### config.mk
export PLATFORM = sky130hd
export DESIGN_NAME = flex_updown_counter
export DESIGN_NICKNAME = d
export VERILOG_FILES = /design/src/rtl/flex_updown_counter.sv
export SDC_FILE = /design/constraint.sdc
export NUM_CORES = 1
export LEC_CHECK = 0
export ABC_AREA = 0
export CAP_MARGIN = 20
export CORE_MARGIN = 10
export CORE_UTILIZATION = 35
export DETAILED_ROUTE_END_ITERATION = 16
export SYNTH_ARGS = -nofsm -noshare
export SYNTH_HDL_FRONTEND = slang
export SYNTH_SLANG_ARGS = --single-unit
### constraint.sdc
create_clock -name clk -period 3.13 [get_ports clk]
set_input_delay 0.626 -clock clk [delete_from_list [all_inputs] [get_ports clk]]
set_output_delay 0.626 -clock clk [all_outputs]
set_load 0.01 [all_outputs]
### src/rtl/flex_updown_counter.sv
// ---------------------------------------------------------------------------
// flex_updown_counter
//
// Parameterised up/down counter with a runtime-programmable upper boundary
// (rollover_val), a fixed lower boundary (START_VAL), and wrap-or-saturate
// behaviour at either boundary. Every output is a flop.
//
// Parameters
//   NUM_CNT_BITS  counter width (>= 2)
//   START_VAL     restart value after an up-wrap; lower boundary when counting down
//
// Ports
//   clk            in   clock, rising edge
//   n_rst          in   asynchronous active-low reset
//   clear          in   synchronous clear to 0 (highest priority)
//   load           in   synchronous load of load_val
//   load_val       in   value captured on load (no range check)
//   count_enable   in   take one step in direction dir
//   dir            in   1 = up, 0 = down
//   sat_mode       in   1 = hold at boundary, 0 = wrap
//   rollover_val   in   upper boundary, sampled every cycle
//   count_out      out  registered count
//   rollover_flag  out  count_out == rollover_val
//   bottom_flag    out  count_out == START_VAL
//   wrap_pulse     out  high for the cycle after a wrap
// ---------------------------------------------------------------------------
module flex_updown_counter #(
  parameter int NUM_CNT_BITS = 4,
  parameter int START_VAL    = 1
) (
  input  logic                    clk,
  input  logic                    n_rst,
  input  logic                    clear,
  input  logic                    load,
  input  logic [NUM_CNT_BITS-1:0] load_val,
  input  logic                    count_enable,
  input  logic                    dir,
  input  logic                    sat_mode,
  input  logic [NUM_CNT_BITS-1:0] rollover_val,
  output logic [NUM_CNT_BITS-1:0] count_out,
  output logic                    rollover_flag,
  output logic                    bottom_flag,
  output logic                    wrap_pulse
);

  localparam logic [NUM_CNT_BITS-1:0] START_V = NUM_CNT_BITS'(START_VAL);
  localparam logic [NUM_CNT_BITS-1:0] ONE_V   = NUM_CNT_BITS'(1);

  logic [NUM_CNT_BITS-1:0] count_q, count_d;
  logic                    rollover_q, rollover_d;
  logic                    bottom_q, bottom_d;
  logic                    wrap_q, wrap_d;
  logic                    cfg_ok;

  // A boundary pair with rollover_val below START_VAL has no valid range,
  // so stepping is frozen until software fixes it; clear/load still work.
  assign cfg_ok = (rollover_val >= START_V);

  always_comb begin
    count_d    = count_q;
    wrap_d     = 1'b0;
    rollover_d = 1'b0;
    bottom_d   = 1'b0;

    if (clear) begin
      count_d = '0;
    end else begin
      if (load) begin
        count_d = load_val;
      end else if (count_enable && cfg_ok) begin
        if (dir) begin
          // >= rather than == so an out-of-range loaded value wraps back
          // into range instead of overflowing naturally.
          if (count_q < rollover_val) begin
            count_d = count_q + ONE_V;
          end else if (!sat_mode) begin
            count_d = START_V;
            wrap_d  = 1'b1;
          end
        end else begin
          if (count_q > START_V) begin
            count_d = count_q - ONE_V;
          end else if (!sat_mode) begin
            count_d = rollover_val;
            wrap_d  = 1'b1;
          end
        end
      end

      // Flags track the value being registered, so they line up with count_out.
      rollover_d = (count_d == rollover_val);
      bottom_d   = (count_d == START_V);
    end
  end

  always_ff @(posedge clk or negedge n_rst) begin
    if (!n_rst) begin
      count_q    <= '0;
      rollover_q <= 1'b0;
      bottom_q   <= 1'b0;
      wrap_q     <= 1'b0;
    end else begin
      count_q    <= count_d;
      rollover_q <= rollover_d;
      bottom_q   <= bottom_d;
      wrap_q     <= wrap_d;
    end
  end

  assign count_out     = count_q;
  assign rollover_flag = rollover_q;
  assign bottom_flag   = bottom_q;
  assign wrap_pulse    = wrap_q;

endmodule

==> results of run 1 <==
## registers in the layout (all words and copies together) (netlist names)
name,cells
wrap_pulse,1
bottom_flag,1
count_out,4
rollover_flag,1
## how the worst max path moves through the flow
stage                    startpoint            end  slack, ns  depth (start not counted)
detailed placement  rollover_val[1]  rollover_flag       0.06                         10
floorplan              count_out[0]  rollover_flag       0.65                         11
global route        rollover_val[1]  rollover_flag       0.13                         10
CTS                 rollover_val[1]  rollover_flag       0.31                         10
finish              rollover_val[1]  rollover_flag       0.28                         10
global placement    rollover_val[1]    bottom_flag        0.1                         10
## through the flow
stage	instance area (sq um)	worst slack (ns)	cells	util [%]
final	1210	0.282	177	48.3
after global routing	1210	0.127	177	48.3
after CTS	1210	0.306	177	48.3
after detailed placement	1180	0.0628	173	47.3
after global placement	1180	0.0990	173	47.3
after floorplan	920	0.652	122	-
## synth_stat cells, types with 3 or more instances
library cell,number
o21ai_1,3
nor3b_1,3
nand3_1,3
nand2_1,13
a21oi_1,12
nor2_1,11
clkbuf_1,3
o21ai_0,5
a311o_1,3
inv_1,8
nand2b_1,3
buf_2,3
dfrtp_1,7
ha_1,6
nor3_1,3
## power by group
| part | switching (mW) | total, mW | internal, mW |
|---|---|---|---|
| Combinational | 0.0972 | 0.184 | 0.0870 |
| Clock | 0.0299 | 0.0784 | 0.0484 |
| Sequential | 0.0130 | 0.110 | 0.0967 |
| Total | 0.140 | 0.372 | 0.232 |
## worst max-delay path, stage by stage
cell,delay (ns)
clkdlybuf4s50_1,0.47
inv_1,0.08
ha_1,0.30
o211ai_1,0.21
o21a_1,0.27
mux2_1,0.34
a311o_1,0.35
nand2_1,0.09
o22ai_1,0.09
nor3_2,0.18
## layout by cell type (no fill, tap or decap), types with 5 or more instances in the layout
cell              n
ha_1              6
buf_4             8
nor2_1           11
dfrtp_1           7
o21ai_0           5
a21oi_1          12
clkdlybuf4s50_1  21
inv_1             8
nand2_1          13
## area by class of cell
type / count / area [sq um] / share of cell area, %
multi-input cells: 99 / 669 / 55.4
repair buffers: 29 / 270 / 22.4
flip-flops and latches: 7 / 175 / 14.5
well taps: 30 / 37.5 / 3.11
inverters: 8 / 30.0 / 2.48
clock buffers: 4 / 26.3 / 2.17
## kinds of logic (layout without fill, tap and decap cells)
logic type / Yosys count / count (layout) / synth area share [%]
AND/OR/NAND/NOR: 48 / 48 / 27.2
AO/OA/AOI/OAI: 40 / 40 / 32.0
buffers and inverters: 16 / 41 / 8.16
flip-flops: 7 / 7 / 19.0
adder cells (fa/ha/maj): 6 / 6 / 8.16
multiplexers: 3 / 3 / 3.54
XOR/XNOR: 2 / 2 / 1.91
## layer usage
metal | global-route usage (%) | up-vias
met2 | 18.7 | 46
met5 | 0 | -
met1 | 14.0 | 497
met4 | 1.51 | 0
met3 | 2.75 | 0
li1 | - | 502
==> results.tsv, run 1 <==
metric	value	unit
rr_endpoint	rollover_flag	
slew_headroom	64.6	%
ys_types	44	
die_w	71.3	um
synthArstFlopShare	100	%
syn-num-nets	143	
n_antenna_cell	0	
syn2layout_area_growth	31.4	%
grt-ovfl-total	0	
yosysWarnings	0	
drive_gt1_share	11.6	%
rsz0062_at_grt	false	
slew_viol_final	0	
vias_per_cell	5.90	
grt_start_max_net_pins	14	
crit_required	3.29	ns
avgRoutedWirePerCell	15.7	um
vias	1045	
cts_buffer_depth	2	
routabilityCongestion	0.959	
grt_pass1_vias	1013	
reg2reg_from	count_out[1]	
criticalPathCategory	in2reg	
route.met2.wl	1300	um
clk_latency	0.25	ns
status	finished clean	
worst_pin_slew	0.529	ns
ys_ff_latch	7	
fp.dieH	71.3	um
ys_seq_area_share	19.0	%
port_buffers	21	
yosysTopAreaCell	dfrtp_1	
synth_enable_flop_cells	0	
fmax	351	MHz
rows	18	
cts_sinks	7	
cts_tree	yes	
core_area	2500	sq um
dieArea	5080	sq um
numCtsBuffers	3	
r2r_cells	9	
grt_first_pass_wirelength	4840	um
cp_data_arrival_time	3.01	ns
finalPower	0.372	mW
rrSetupSlack	0.43	ns
cts-root-buf	clkbuf_4	
finalHoldViolCount	0	
initial_core_util	36.8	%
drt_pre_antenna_iters	4	
endpoint_kind	flip-flop	
drc	0	
hold_buffers	0	
synth_area	920	sq um
hold_slack	0.633	ns
wirelength	2770	um
ys.flop_type	dfrtp_1	
initialDrtViolationCount	86	
fin_crit_sh	91.0	%
finClkSkew	0.00300	ns
synth_top_area_share	19.0	%
syn-instance-count	122	
nFillCells	247	
grt_antenna_before_repair	0	
io-pin-count	22	
ctsResizeCount	0	
syn_area_per_cell	7.54	sq um
period_minus_slack	2.85	ns
setup_tns	0	ns
dp_hpwl	2260	um
nets	169	
wl_met1	1280	um
power_per_cell_area	308	nW/um^2
ant_nets	0	
drv_cap	0	
cts_max_level	1	
clk_pin_slew	0.05	ns
topRoutingLayerUsed	met3	
ir_drop	0.267	mV
worstHoldPathType	in2async	
worstPathMaxFanout	4	
finalSetupViolCount	0	
dr_wl_met3	185	um
synthTopCellsByArea	dfrtp_1 (19%), ha_1 (8.2%), a21oi_1 (6.5%)	
startpoint_type	input pin	
leakagePower	0.499	nW
globalRouteTotalUtil	11.1	%
cts_setup_buffers	0	
Power figures use the tool's default switching activity.
==> run 2: changes to the inputs <==
MAX_ROUTING_LAYER = met4   (was unset)
==> results.tsv, run 2 (synthesis results as in run 1) <==
metric	value	unit
grt_start_max_net_pins	14	
status	finished clean	
ant_nets	0	
placedCellCount	173	
period_minus_slack	2.85	ns
drt_pre_antenna_iters	4	
n_antenna_cell	0	
worstPathMaxFanout	4	
crit_chain	clkdlybuf4s50_1 > inv_1 > ha_1 > o211ai_1 > o21a_1 > mux2_1 > a311o_1 > nand2_1 > o22ai_1 > nor3_2	
hold_buffers	0	
rr_endpoint	rollover_flag	
wirelength	2770	um
worst-path-buf-inv	2	
clk_latency	0.25	ns
startpoint_type	input pin	
finalHoldViolCount	0	
grt_first_pass_wirelength	4840	um
intPower	0.232	mW
grt-ovfl-total	0	
globalRouteTotalUtil	11.4	%
worst_slack	0.276	ns
numCtsBuffers	3	
fmax	350	MHz
initial_core_util	36.8	%
routabilityCongestion	0.977	
utilization	48.3	%
slowest_delay	0.47	ns
syn2layout_area_growth	31.4	%
fin_crit_sh	91.2	%
cp_data_arrival_time	3.02	ns
drv_cap	0	
io-pin-count	22	
leakagePower	0.499	nW
criticalPathCategory	in2reg	
rows	18	
p_switching	0.140	mW
layout_common_cells	clkdlybuf4s50_1 (21), nand2_1 (13), a21oi_1 (12)	
fin_cells	177	
finClkSkew	0.00296	ns
drive_gt1_share	11.6	%
clk_pin_slew	0.05	ns
fin_area	1210	sq um
cts-root-buf	clkbuf_4	
avgRoutedWirePerCell	15.6	um
p_seq_share	29.4	%
cts_tree	yes	
cts_buffer_depth	2	
setup_tns	0	ns
ir_drop	0.267	mV
vias_per_cell	5.80	
preCtsSetupSlack	0.0628	ns
r2r_cells	9	
crit_required	3.29	ns
dieArea	5080	sq um
fp.dieH	71.3	um
cts_max_level	1	
dpl_cell_area	1180	sq um
nets	169	
core_area	2500	sq um
nFillCells	247	
slew_viol_final	0	
cts_sinks	7	
drc	0	
finalPower	0.373	mW
dp_hpwl	2260	um
rrSetupSlack	0.43	ns
reg2reg_from	count_out[1]	
cp_slowest_cell	clkdlybuf4s50_1	
rsz0062_at_grt	false	
worstHoldPathType	in2async	
initialDrtViolationCount	86	
pwr-share-clk	21.0	%
endpoint_kind	flip-flop	
vias	1027	
port_buffers	21	
grt_pass1_vias	1010	
swShare	37.7	%
die_w	71.3	um
final_common_cell	clkdlybuf4s50_1	
crit_family	compound AO/OA/AOI/OAI gates	
power_per_cell_area	308	nW/um^2
combPwrFrac	49.5	%
finalSetupViolCount	0	
cts_setup_buffers	0	
worst_pin_slew	0.526	ns
slew_headroom	64.8	%
largest_register_ffs	4	
hold_slack	0.633	ns
grt_antenna_before_repair	0	
ctsResizeCount	0	
-- run 2: layout make-up --
type	instances	area, sq um	share of cell area, %
well taps	30	37.5	3.11
repair buffers	29	270	22.4
multi-input cells	99	669	55.4
flip-flops and latches	7	175	14.5
inverters	8	30.0	2.48
clock buffers	4	26.3	2.17
-- run 2: worst reg2reg max path: cells and delay by family, from the launching register on --
family                   cells  cell delay (ns)
AO/OA/AOI/OAI                2             0.74
flip-flops                   1             0.54
AND/OR/NAND/NOR              4             0.81
multiplexers                 1             0.17
buffers and inverters        1             0.11
adder cells (fa/ha/maj)      1             0.25
-- run 2: per-layer routing --
metal  vias to the layer above  track usage [%]  wire [um]  share of wire [%]
met5                         -                -          0                  0
met4                         0             1.51          0                  0
met3                         0             2.75        175                6.3
met2                        35             18.7       1310                 47
met1                       490             14.0       1290                 46
li1                        502                -          -                  -
-- run 2: how the worst max path moves through the flow --
stage	startpoint	endpoint	slack, ns	cells after the start
finish	rollover_val[1]	rollover_flag	0.28	10
detailed placement	rollover_val[1]	rollover_flag	0.06	10
CTS	rollover_val[1]	rollover_flag	0.31	10
global route	rollover_val[1]	rollover_flag	0.13	10
global placement	rollover_val[1]	bottom_flag	0.1	10
floorplan	count_out[0]	rollover_flag	0.65	11
-- run 2: power by group through the flow --
stage / logic [mW] / clock network [mW] / registers (mW)
finish: 0.185 / 0.0783 / 0.110
global placement: 0.180 / 0 / 0.111
CTS: 0.183 / 0.0834 / 0.110
detailed placement: 0.182 / 0 / 0.111
floorplan: 0.115 / 0 / 0.107
global route: 0.204 / 0.0935 / 0.111
==> run 3: changes to the inputs <==
GPL_TIMING_DRIVEN = 0   (was unset)
==> results.tsv, run 3 (synthesis results as in run 1) <==
metric	value	unit
status	finished clean	
cts_max_level	1	
io-pin-count	22	
fp.dieH	71.3	um
largest_register_ffs	4	
n_antenna_cell	0	
p_switching	0.139	mW
cts_sinks	7	
grt_first_pass_wirelength	4500	um
combPwrFrac	50.0	%
hold_slack	0.632	ns
core_area	2500	sq um
drt_pre_antenna_iters	4	
slew_viol_final	0	
period_minus_slack	2.95	ns
cts_buffer_depth	2	
layout_common_cells	clkdlybuf4s50_1 (20), nand2_1 (13), a21oi_1 (12)	
die_w	71.3	um
port_buffers	20	
vias	1018	
numCtsBuffers	3	
drc	0	
endpoint_kind	flip-flop	
dieArea	5080	sq um
cts-root-buf	clkbuf_4	
r2r_cells	11	
worstHoldPathType	in2async	
final_common_cell	clkdlybuf4s50_1	
dp_hpwl	2180	um
pwr-share-clk	21.3	%
cts_setup_buffers	0	
grt_start_max_net_pins	11	
cp_data_arrival_time	3.12	ns
grt-ovfl-total	0	
initial_core_util	36.8	%
globalRouteTotalUtil	10.8	%
worst_slack	0.179	ns
slew_headroom	58.6	%
nFillCells	259	
routabilityCongestion	0.872	
drv_cap	0	
cts_tree	yes	
multiInputGateArea	671	sq um
fmax	339	MHz
regArea	175	sq um
finalHoldViolCount	0	
ant_nets	0	
finalSetupViolCount	0	
avgRoutedWirePerCell	15.5	um
clk_latency	0.25	ns
leakagePower	0.485	nW
nets	168	
drive_gt1_share	10.3	%
preCtsSetupSlack	-0.114	ns
rsz0062_at_grt	false	
wirelength	2730	um
p_seq_share	28.6	%
clk_pin_slew	0.05	ns
fin_cells	176	
ir_drop	0.293	mV
power_per_cell_area	310	nW/um^2
worstPathMaxFanout	4	
vias_per_cell	5.78	
intPower	0.228	mW
syn2layout_area_growth	28.8	%
placedCellCount	172	
initialDrtViolationCount	70	
crit_required	3.30	ns
grt_pass1_vias	985	
finalPower	0.367	mW
setup_tns	0	ns
rrSetupSlack	0.46	ns
startpoint_type	input pin	
rows	18	
finClkSkew	0.000656	ns
fin_crit_sh	94.3	%
worst_pin_slew	0.619	ns
grt_antenna_before_repair	0	
criticalPathCategory	in2reg	
swShare	37.8	%
## run 3: area by class of cell
type / count / share of cell area (%)
Multi-Input combinational cell: 99 / 56.6
Timing Repair Buffer: 20 / 16.9
Sequential cell: 7 / 14.8
Buffer: 8 / 3.80
Tap cell: 30 / 3.17
Inverter: 8 / 2.53
Clock buffer: 4 / 2.22
## run 3: power groups by stage
stage	sequential [mW]	combinational, mW	clock, mW
after CTS	0.105	0.183	0.0823
after global routing	0.106	0.204	0.0883
after floorplan	0.107	0.115	0
after global placement	0.107	0.179	0
after detailed placement	0.107	0.182	0
final	0.105	0.184	0.0784
## run 3: per-layer routing
metal	up-vias	GRT usage, %	routed length, um
met3	6	2.20	135
li1	500	-	-
met1	483	12.4	1230
met4	0	3.66	42
met2	29	18.1	1320
met5	-	-	0
## run 3: what timing repair did
item	4_1_cts	5_1_grt
resized for setup	0	1
hold buffers	0	0
setup endpoints to repair	0	2
## run 3: stage by stage
stage / cell area [sq um] / utilization, %
floorplan: 920 / -
global placement: 1160 / 46.3
detailed placement: 1160 / 46.3
CTS: 1180 / 47.3
global route: 1180 / 47.4
finish: 1180 / 47.4
## run 3: final timing paths
path	to	startpoint
min reg2reg	wrap_pulse	count_out[2]
max in group asynchronous	bottom_flag	n_rst
min in group clk	rollover_flag	rollover_val[0]
min	count_out[3]	n_rst
max reg2reg	rollover_flag	count_out[0]
max	rollover_flag	rollover_val[3]
## run 3: worst max-delay path, stage by stage
cell and delay (ns):
clkdlybuf4s50_1 0.59, inv_1 0.13, ha_1 0.33, a21oi_1 0.19, o21a_2 0.22, mux2_1 0.33
a311o_1 0.35, nand2_1 0.09, o22ai_1 0.09, nor3_2 0.17
